File: src/rtl/event_encoder_pkg.sv
// Shared constants, FSM state encoding and helpers for the 8-to-3 event encoder.
// Build option: EVENT_ENCODER_ROUND_ROBIN_EN selects round-robin instead of fixed priority.
package event_encoder_pkg;

    localparam int N_IN   = 8;
    localparam int CODE_W = 3;

    typedef enum logic {
        ST_IDLE = 1'b0,
        ST_HOLD = 1'b1
    } state_t;

    typedef logic [N_IN-1:0]   vec_t;
    typedef logic [CODE_W-1:0] code_t;

    function automatic vec_t code_to_onehot(input code_t c);
        return vec_t'(1) << c;
    endfunction

endpackage

File: src/rtl/pri_sel8.sv
// Combinational 8-way selector: fixed priority (highest index wins) or round-robin from base+1.
// Latency: zero (pure combinational). Backpressure: none, stateless. Macro: EVENT_ENCODER_ROUND_ROBIN_EN.
module pri_sel8
    import event_encoder_pkg::*;
(
    input  logic [N_IN-1:0]   req,
    input  logic [CODE_W-1:0] base,
    output logic              any,
    output logic [CODE_W-1:0] idx,
    output logic [N_IN-1:0]   onehot
);

`ifdef EVENT_ENCODER_ROUND_ROBIN_EN
    logic [CODE_W-1:0] cand;

    // Walk from farthest to nearest so the last hit is the first one after base.
    always_comb begin
        idx  = '0;
        any  = 1'b0;
        cand = '0;
        for (int k = N_IN; k >= 1; k--) begin
            cand = base + CODE_W'(k);
            if (req[cand]) begin
                idx = cand;
                any = 1'b1;
            end
        end
    end
`else
    logic unused_base;
    assign unused_base = ^base;

    always_comb begin
        idx = '0;
        any = 1'b0;
        for (int k = 0; k < N_IN; k++) begin
            if (req[k]) begin
                idx = CODE_W'(k);
                any = 1'b1;
            end
        end
    end
`endif

    assign onehot = any ? code_to_onehot(idx) : '0;

endmodule

File: src/rtl/event_encoder8to3.sv
// Captures events on 8 lines into a pending register and presents them one index at a time.
// Latency: event in cycle n -> pend in n+1 -> valid/Y in n+2; back-to-back with no bubble.
// Backpressure: ready low holds Y/valid; pend keeps accumulating, repeats while pending set ovf.
// Macro: EVENT_ENCODER_ROUND_ROBIN_EN enables round-robin selection.
module event_encoder8to3
    import event_encoder_pkg::*;
(
    input  logic              clk,
    input  logic              rst_n,
    input  logic [N_IN-1:0]   I,
    input  logic              E,
    output logic [CODE_W-1:0] Y,
    output logic              valid,
    input  logic              ready,
    output logic [N_IN-1:0]   pend,
    output logic              ovf
);

    state_t            state;
    state_t            state_nxt;
    logic [CODE_W-1:0] y_nxt;
    logic [CODE_W-1:0] sel_base;
    logic [CODE_W-1:0] sel_idx;
    logic              sel_any;
    logic              load;
    logic [N_IN-1:0]   sel_onehot;
    logic [N_IN-1:0]   taken;
    logic [N_IN-1:0]   captured;
    logic [N_IN-1:0]   pend_nxt;

`ifdef EVENT_ENCODER_ROUND_ROBIN_EN
    logic [CODE_W-1:0] rr_ptr;

    always_ff @(posedge clk or negedge rst_n) begin
        if (!rst_n) begin
            rr_ptr <= CODE_W'(N_IN - 1);
        end else if (load) begin
            rr_ptr <= sel_idx;
        end
    end

    assign sel_base = rr_ptr;
`else
    assign sel_base = '0;
`endif

    pri_sel8 u_sel (
        .req    (pend),
        .base   (sel_base),
        .any    (sel_any),
        .idx    (sel_idx),
        .onehot (sel_onehot)
    );

    // A load happens whenever the output slot is free or being emptied this edge.
    always_comb begin
        state_nxt = state;
        y_nxt     = Y;
        load      = 1'b0;
        case (state)
            ST_IDLE: begin
                if (sel_any) begin
                    load      = 1'b1;
                    y_nxt     = sel_idx;
                    state_nxt = ST_HOLD;
                end
            end
            ST_HOLD: begin
                if (ready) begin
                    if (sel_any) begin
                        load  = 1'b1;
                        y_nxt = sel_idx;
                    end else begin
                        state_nxt = ST_IDLE;
                    end
                end
            end
        endcase
    end

    assign taken    = load ? sel_onehot : '0;
    assign captured = I & {N_IN{E}};
    assign pend_nxt = (pend & ~taken) | captured;
    assign valid    = (state == ST_HOLD);

    always_ff @(posedge clk or negedge rst_n) begin
        if (!rst_n) begin
            state <= ST_IDLE;
            Y     <= '0;
            pend  <= '0;
            ovf   <= 1'b0;
        end else begin
            state <= state_nxt;
            Y     <= y_nxt;
            pend  <= pend_nxt;
            if (|(captured & pend & ~taken)) begin
                ovf <= 1'b1;
            end
        end
    end

endmodule

File: config.mk
export PLATFORM = sky130hd
export DESIGN_NAME = event_encoder8to3
export DESIGN_NICKNAME = d
export VERILOG_FILES = /design/src/rtl/event_encoder_pkg.sv /design/src/rtl/pri_sel8.sv /design/src/rtl/event_encoder8to3.sv
export SDC_FILE = /design/constraint.sdc
export NUM_CORES = 1
export LEC_CHECK = 0
export CELL_PAD_IN_SITES_DETAIL_PLACEMENT = 2
export CELL_PAD_IN_SITES_GLOBAL_PLACEMENT = 2
export CORE_ASPECT_RATIO = 0.75
export CORE_UTILIZATION = 25
export CTS_CLUSTER_SIZE = 25
export DETAILED_ROUTE_END_ITERATION = 7
export MAX_ROUTING_LAYER = met4
export PLACE_DENSITY = 0.77
export SLEW_MARGIN = 0
export SYNTH_ARGS = -nofsm -noshare
export SYNTH_HDL_FRONTEND = slang
export SYNTH_SLANG_ARGS = --single-unit
File: constraint.sdc
create_clock -name clk -period 1.9 [get_ports clk]
set_clock_uncertainty 0.05 [all_clocks]
set_input_delay 0.19 -clock clk [delete_from_list [all_inputs] [get_ports clk]]
set_output_delay 0.19 -clock clk [all_outputs]
set_load 0.05 [all_outputs]
* After elaboration in Yosys (flattened, before gate mapping)
Index checks and enable logic that the tools add are counted.
** Word-level totals
- Register bits :: 13
- Bits of input ports :: 12
- Output and inout bits :: 13
** Operators by class
- Eq/ne operators :: 1
- Shifts and indexed selects :: 1
- Mux-type cells :: 25
- Bitwise operators :: 7
- Reductions and logical operators :: 1
** Operators with widths (number)
- 8-bit AND :: 4
- 3-bit two-way mux :: 6
- 8-bit two-way mux :: 2
- 1-bit two-way mux :: 12
- 8-bit inverter :: 1
- 8-bit OR :: 1
- 8-bit OR reduction :: 1
- 1-bit by 3-bit << shifter with 8-bit output (first input constant) :: 1
- 3-bit one-hot mux with 2 select lines :: 1
- 2-bit two-way mux :: 2
- 1-bit one-hot mux with 2 select lines :: 2
- 2-bit != test (second input constant) :: 1
- 1-bit inverter :: 1

* Longest topological paths before layout
Gate-level depths: netlist (run 1).
- Word-level depth :: 15
- Depth in mapped cells :: 6
- Depth with buffers taken out :: 5

* By module
Synthesis (run 1) repeated with hierarchy kept, for this count alone.
** Second synthesis, totals
- Cells, all modules :: 80
- Area, all modules :: 768.2 um2
** By module, submodules not included
- event_encoder8to3 :: times used 1, cells each 60, area an instance 641.9 um2, sequential area each 325.3 um2
- pri_sel8 :: times used 1, cells each 20, area an instance 126.4 um2, sequential area each 0.0 um2

* Least setup slack after synthesis (run 1)
No wires, ideal clock.
- Kind :: reg2reg
- Start point :: register state (netlist: valid)
- End point :: register ovf
- Library setup time :: 124 ps
- Data arrival time :: 1825 ps
- Required time :: 1726 ps
- Path slack :: -99 ps
- Cell stages (with the launch flop) :: 7
- Buffers on the path :: 1
- Clock period less this slack :: 1999 ps
- Cells stage by stage :: dfrtp_1 -> nor2b_4 -> buf_6 -> o41a_1 -> a222oi_1 -> o221ai_1 -> a211o_1
** Between the ends
- Word-level cells in the longest chain between the ends :: 6
** RTL lines
- start: declaration :: line event_encoder8to3.sv:19 : state_t state;
- start signal: assignment :: line event_encoder8to3.sv:93 : state <= state_nxt;
- 1-bit inverter
- 1-bit one-hot mux with 2 select lines * :: line event_encoder8to3.sv:60 : case (state)
- 8-bit two-way mux * :: line event_encoder8to3.sv:81 : assign taken = load ? sel_onehot : '0;
- 8-bit inverter * :: line event_encoder8to3.sv:96 : if (|(captured & pend & ~taken)) begin
- 8-bit AND * :: line event_encoder8to3.sv:96
- 8-bit OR reduction * :: line event_encoder8to3.sv:96
- end signal: assignment :: line event_encoder8to3.sv:91 : ovf <= 1'b0;
- end signal: assignment :: line event_encoder8to3.sv:97 : ovf <= 1'b1;
- end: declaration :: line event_encoder8to3.sv:16 : output logic ovf
Mark *: on every way between the ends. The rest lies on a longest branch, timed or not.
A chain may end at the register's enable or synchronous reset.

* Worst setup path in the final report (run 1)
- Start point :: register pend[7]
- End point :: output port pend[7]
** RTL lines
- start: declaration :: line event_encoder8to3.sv:15 : output logic [N_IN-1:0] pend,
- start signal: assignment :: line event_encoder8to3.sv:95 : pend <= pend_nxt;
No word-level cell between the ends.

==> flow_metrics.py, run 1 <==
metrics = {
    "yosys": {
        "yosys.area_share.adder_pct": 0,
        "synth-seq-cells": 13,
        "synth_area_um2": 659.4,
        "synth_xor_area_share_pct": 0,
        "synth_top_family_by_area": "compound AO/OA/AOI/OAI gates",
        "yosys_warnings": 0,
        "syn_inst": 64,
        "synth-edff-count": 0,
        "synth_simple_gate_area_share_pct": 17.46,
        "syn-num-nets": 76,
        "synthArstFlopShare_pct": 100.0,
        "ys_seq_area_share_pct": 49.34,
        "synthMuxAreaShare_pct": 0,
        "synth_compound_gate_area_share_pct": 28.08,
        "syn_area_per_cell_um2": 10.30,
        "synth_cell_types": 28,
        "ys.flop_type": "dfrtp_1",
    },
    "worst_setup_path": {
        "slowest_delay_ps": 830,
        "end_kind": "output port",
        "worst-path-max-fanout": 9,
        "cpMaxStageDelayCell": "clkdlybuf4s50_1",
        "path_class": "reg2out",
        "cp-start-kind": "flop",
        "critPathBufInv": 1,
        "arrival_ps": 1590,
        "required_ps": 1660,
        "crit_chain": "clkdlybuf4s50_1",
        "critPathTopFamily": "buffers and inverters",
    },
    "power": {
        "internal_power_uw": 473.4,
        "pwr_density_cell_mw_per_mm2": 746.4,
        "comb_power_share_pct": 31.4,
        "ir_worst_vdd_mv": 0.2919,
        "p_sw_share_pct": 35.59,
        "power_uw": 735.0,
        "power.net_switching_uw": 261.6,
        "p_leak_nw": 0.3876,
        "pwr-share-seq_pct": 44.8,
        "p_clk_share_pct": 23.8,
    },
    "cells_and_area": {
        "final_nets": 106,
        "drive_above_1_share_pct": 18.28,
        "area_delta_synth_final_pct": 49.34,
        "fillerInstances": 281,
        "fin_area_um2": 984.7,
        "mostFrequentLayoutCell": "clkdlybuf4s50_1",
        "insertedDiodeCount": 0,
        "final_cell_mix": "clkdlybuf4s50_1, dfrtp_1, nand2_1",
    },
    "min_path": {
        "holdCritPathClass": "in2async",
    },
    "drt": {
        "wl_per_cell_um": 17.09,
        "routed_wl_um": 2171,
        "dr_total_vias": 636,
        "antenna_left": 0,
        "dr.pass1.iters": 4,
        "drtIter0Drc": 23,
        "viasPerCell": 5.008,
        "drc": 0,
    },
    "die": {
        "rows": 15,
        "num_io_pins": 25,
        "start_util_pct": 27.45,
        "die_h_um": 46.48,
        "die_w_um": 61.30,
        "core_area_mm2": 0.002402,
        "dieArea_mm2": 0.002849,
    },
    "outcome": {
        "status": "finished, final reports clean",
    },
    "clock_network": {
        "root_buffer": "clkbuf_4",
        "h-tree-depth": 1,
        "clkSinkCount": 13,
        "ctsHoldBuffers": 0,
        "clock_path_buffers": 2,
        "numCtsBuffers": 3,
        "clkTransAtPathRegs_ps": 80,
        "cts_setup_buffers": 0,
        "cts_tree": "done",
        "ctsResizeCount": 0,
        "clock_latency_ps": 280,
    },
    "timing": {
        "hold_viol_final": 0,
        "fin_crit_sh_pct": 96.44,
        "layout_min_cycle_time_ps": 1832,
        "worstMarginPinSlew_ps": 647.2,
        "fmax_mhz": 545.8,
        "setup_viol": 0,
        "rsz0062_at_grt": "true",
        "slew_violations": 0,
        "fin_ws_ps": 67.71,
        "slew_headroom_pct": 56.72,
    },
    "global_route": {
        "use_met2_pct": 31.52,
        "overflow": 0,
        "grt_pass1_wl_um": 3415,
        "grt_use_total_pct": 18.34,
        "grt_start_max_net_pins": 14,
        "met1_usage_pct": 20.71,
        "use_met3_pct": 6.461,
        "grt_pass1_vias": 698,
        "antenna_found_initial": 0,
        "grt_most_used_layer": "met2",
    },
    "placed_design": {
        "pre_cts_slack_ps": -83.41,
        "place_area_um2": 947.2,
        "port_buffers": 24,
        "place.gp.congestion": 0.8142,
        "dp_hpwl_um": 1664,
    },
    "run": {
        "drv_cap": 0,
    },
}
==> logic make-up after synthesis <==
logic type,Yosys count
simple gates,21
buf+inv,5
flops,13
compound gates,25
==> cell type report <==
class	count	area, um2	area share [%]
clock buffer	4	26.28	2.668
inverter	2	7.507	0.7624
multi-input combinational	46	309.0	31.38
sequential	13	329.1	33.42
tap	34	42.54	4.320
timing repair buffer	28	270.3	27.45
==> path summary, 6_finish.rpt <==
path	start	to	slack, ps	cells past startpoint
hold / removal	rst_n	Y[2]	250	1
min in group clk	I[2]	pend[2]	440	3
setup / recovery	pend[7]	pend[7]	70	1
hold reg to reg	Y[0]	Y[0]	500	2
setup reg to reg	pend[6]	ovf	100	5
max in group asynchronous	rst_n	pend[7]	1090	1
==> power groups by stage <==
stage | logic (mW) | clock network, mW | registers (mW)
2_1_floorplan | 0.0655 | 0 | 0.397
3_3_place_gp | 0.227 | 0 | 0.329
3_5_place_dp | 0.230 | 0 | 0.331
4_1_cts | 0.232 | 0.187 | 0.326
5_1_grt | 0.244 | 0.200 | 0.333
6_report | 0.231 | 0.175 | 0.329
==> through the flow <==
step	TNS (ps)	std cells	utilization, %	hold slack (ps)
6_report	0	127	40.99	253.9
5_1_grt	-15.34	127	40.99	285.1
4_1_cts	0	127	40.52	271.4
3_5_place_dp	-83.41	123	39.43	486.5
3_3_place_gp	-27.24	123	39.43	443.6
2_1_floorplan	-3.083	64	-	-155.6
==> state kept, by name, summed over array words and instances (netlist names) <==
| signal | cells |
|---|---|
| Y | 3 |
| valid | 1 |
| pend | 8 |
| ovf | 1 |
==> routing by layer <==
layer  part of all wire [%]  vias up
li1                       -      296
met1                     45      312
met2                     49       24
met3                    5.5        4
met4                   0.74        0
met5                      0        -
==> cells in the mapped netlist (2+ instances only) <==
cell	n	area, um2
nor2_1	5	18.77
a21o_1	2	15.01
nand2_1	7	26.28
dfrtp_1	13	325.3
a21oi_1	4	20.02
nand2b_1	2	12.51
inv_1	2	7.510
o21ai_0	5	25.02
buf_6	2	22.52
nor3_1	2	10.01
a22o_1	3	26.28
No activity file was read; power rests on OpenSTA's default activity.
==> run 2: changes to the inputs <==
--- a/config.mk
+++ b/config.mk
@@ -9,7 +9,6 @@
 export CELL_PAD_IN_SITES_GLOBAL_PLACEMENT = 2
 export CORE_ASPECT_RATIO = 0.75
 export CORE_UTILIZATION = 25
-export CTS_CLUSTER_SIZE = 25
 export DETAILED_ROUTE_END_ITERATION = 7
 export MAX_ROUTING_LAYER = met4
 export PLACE_DENSITY = 0.77
==> results of run 2 <==
Final layout, timing and power as in run 1 (identical DEF).
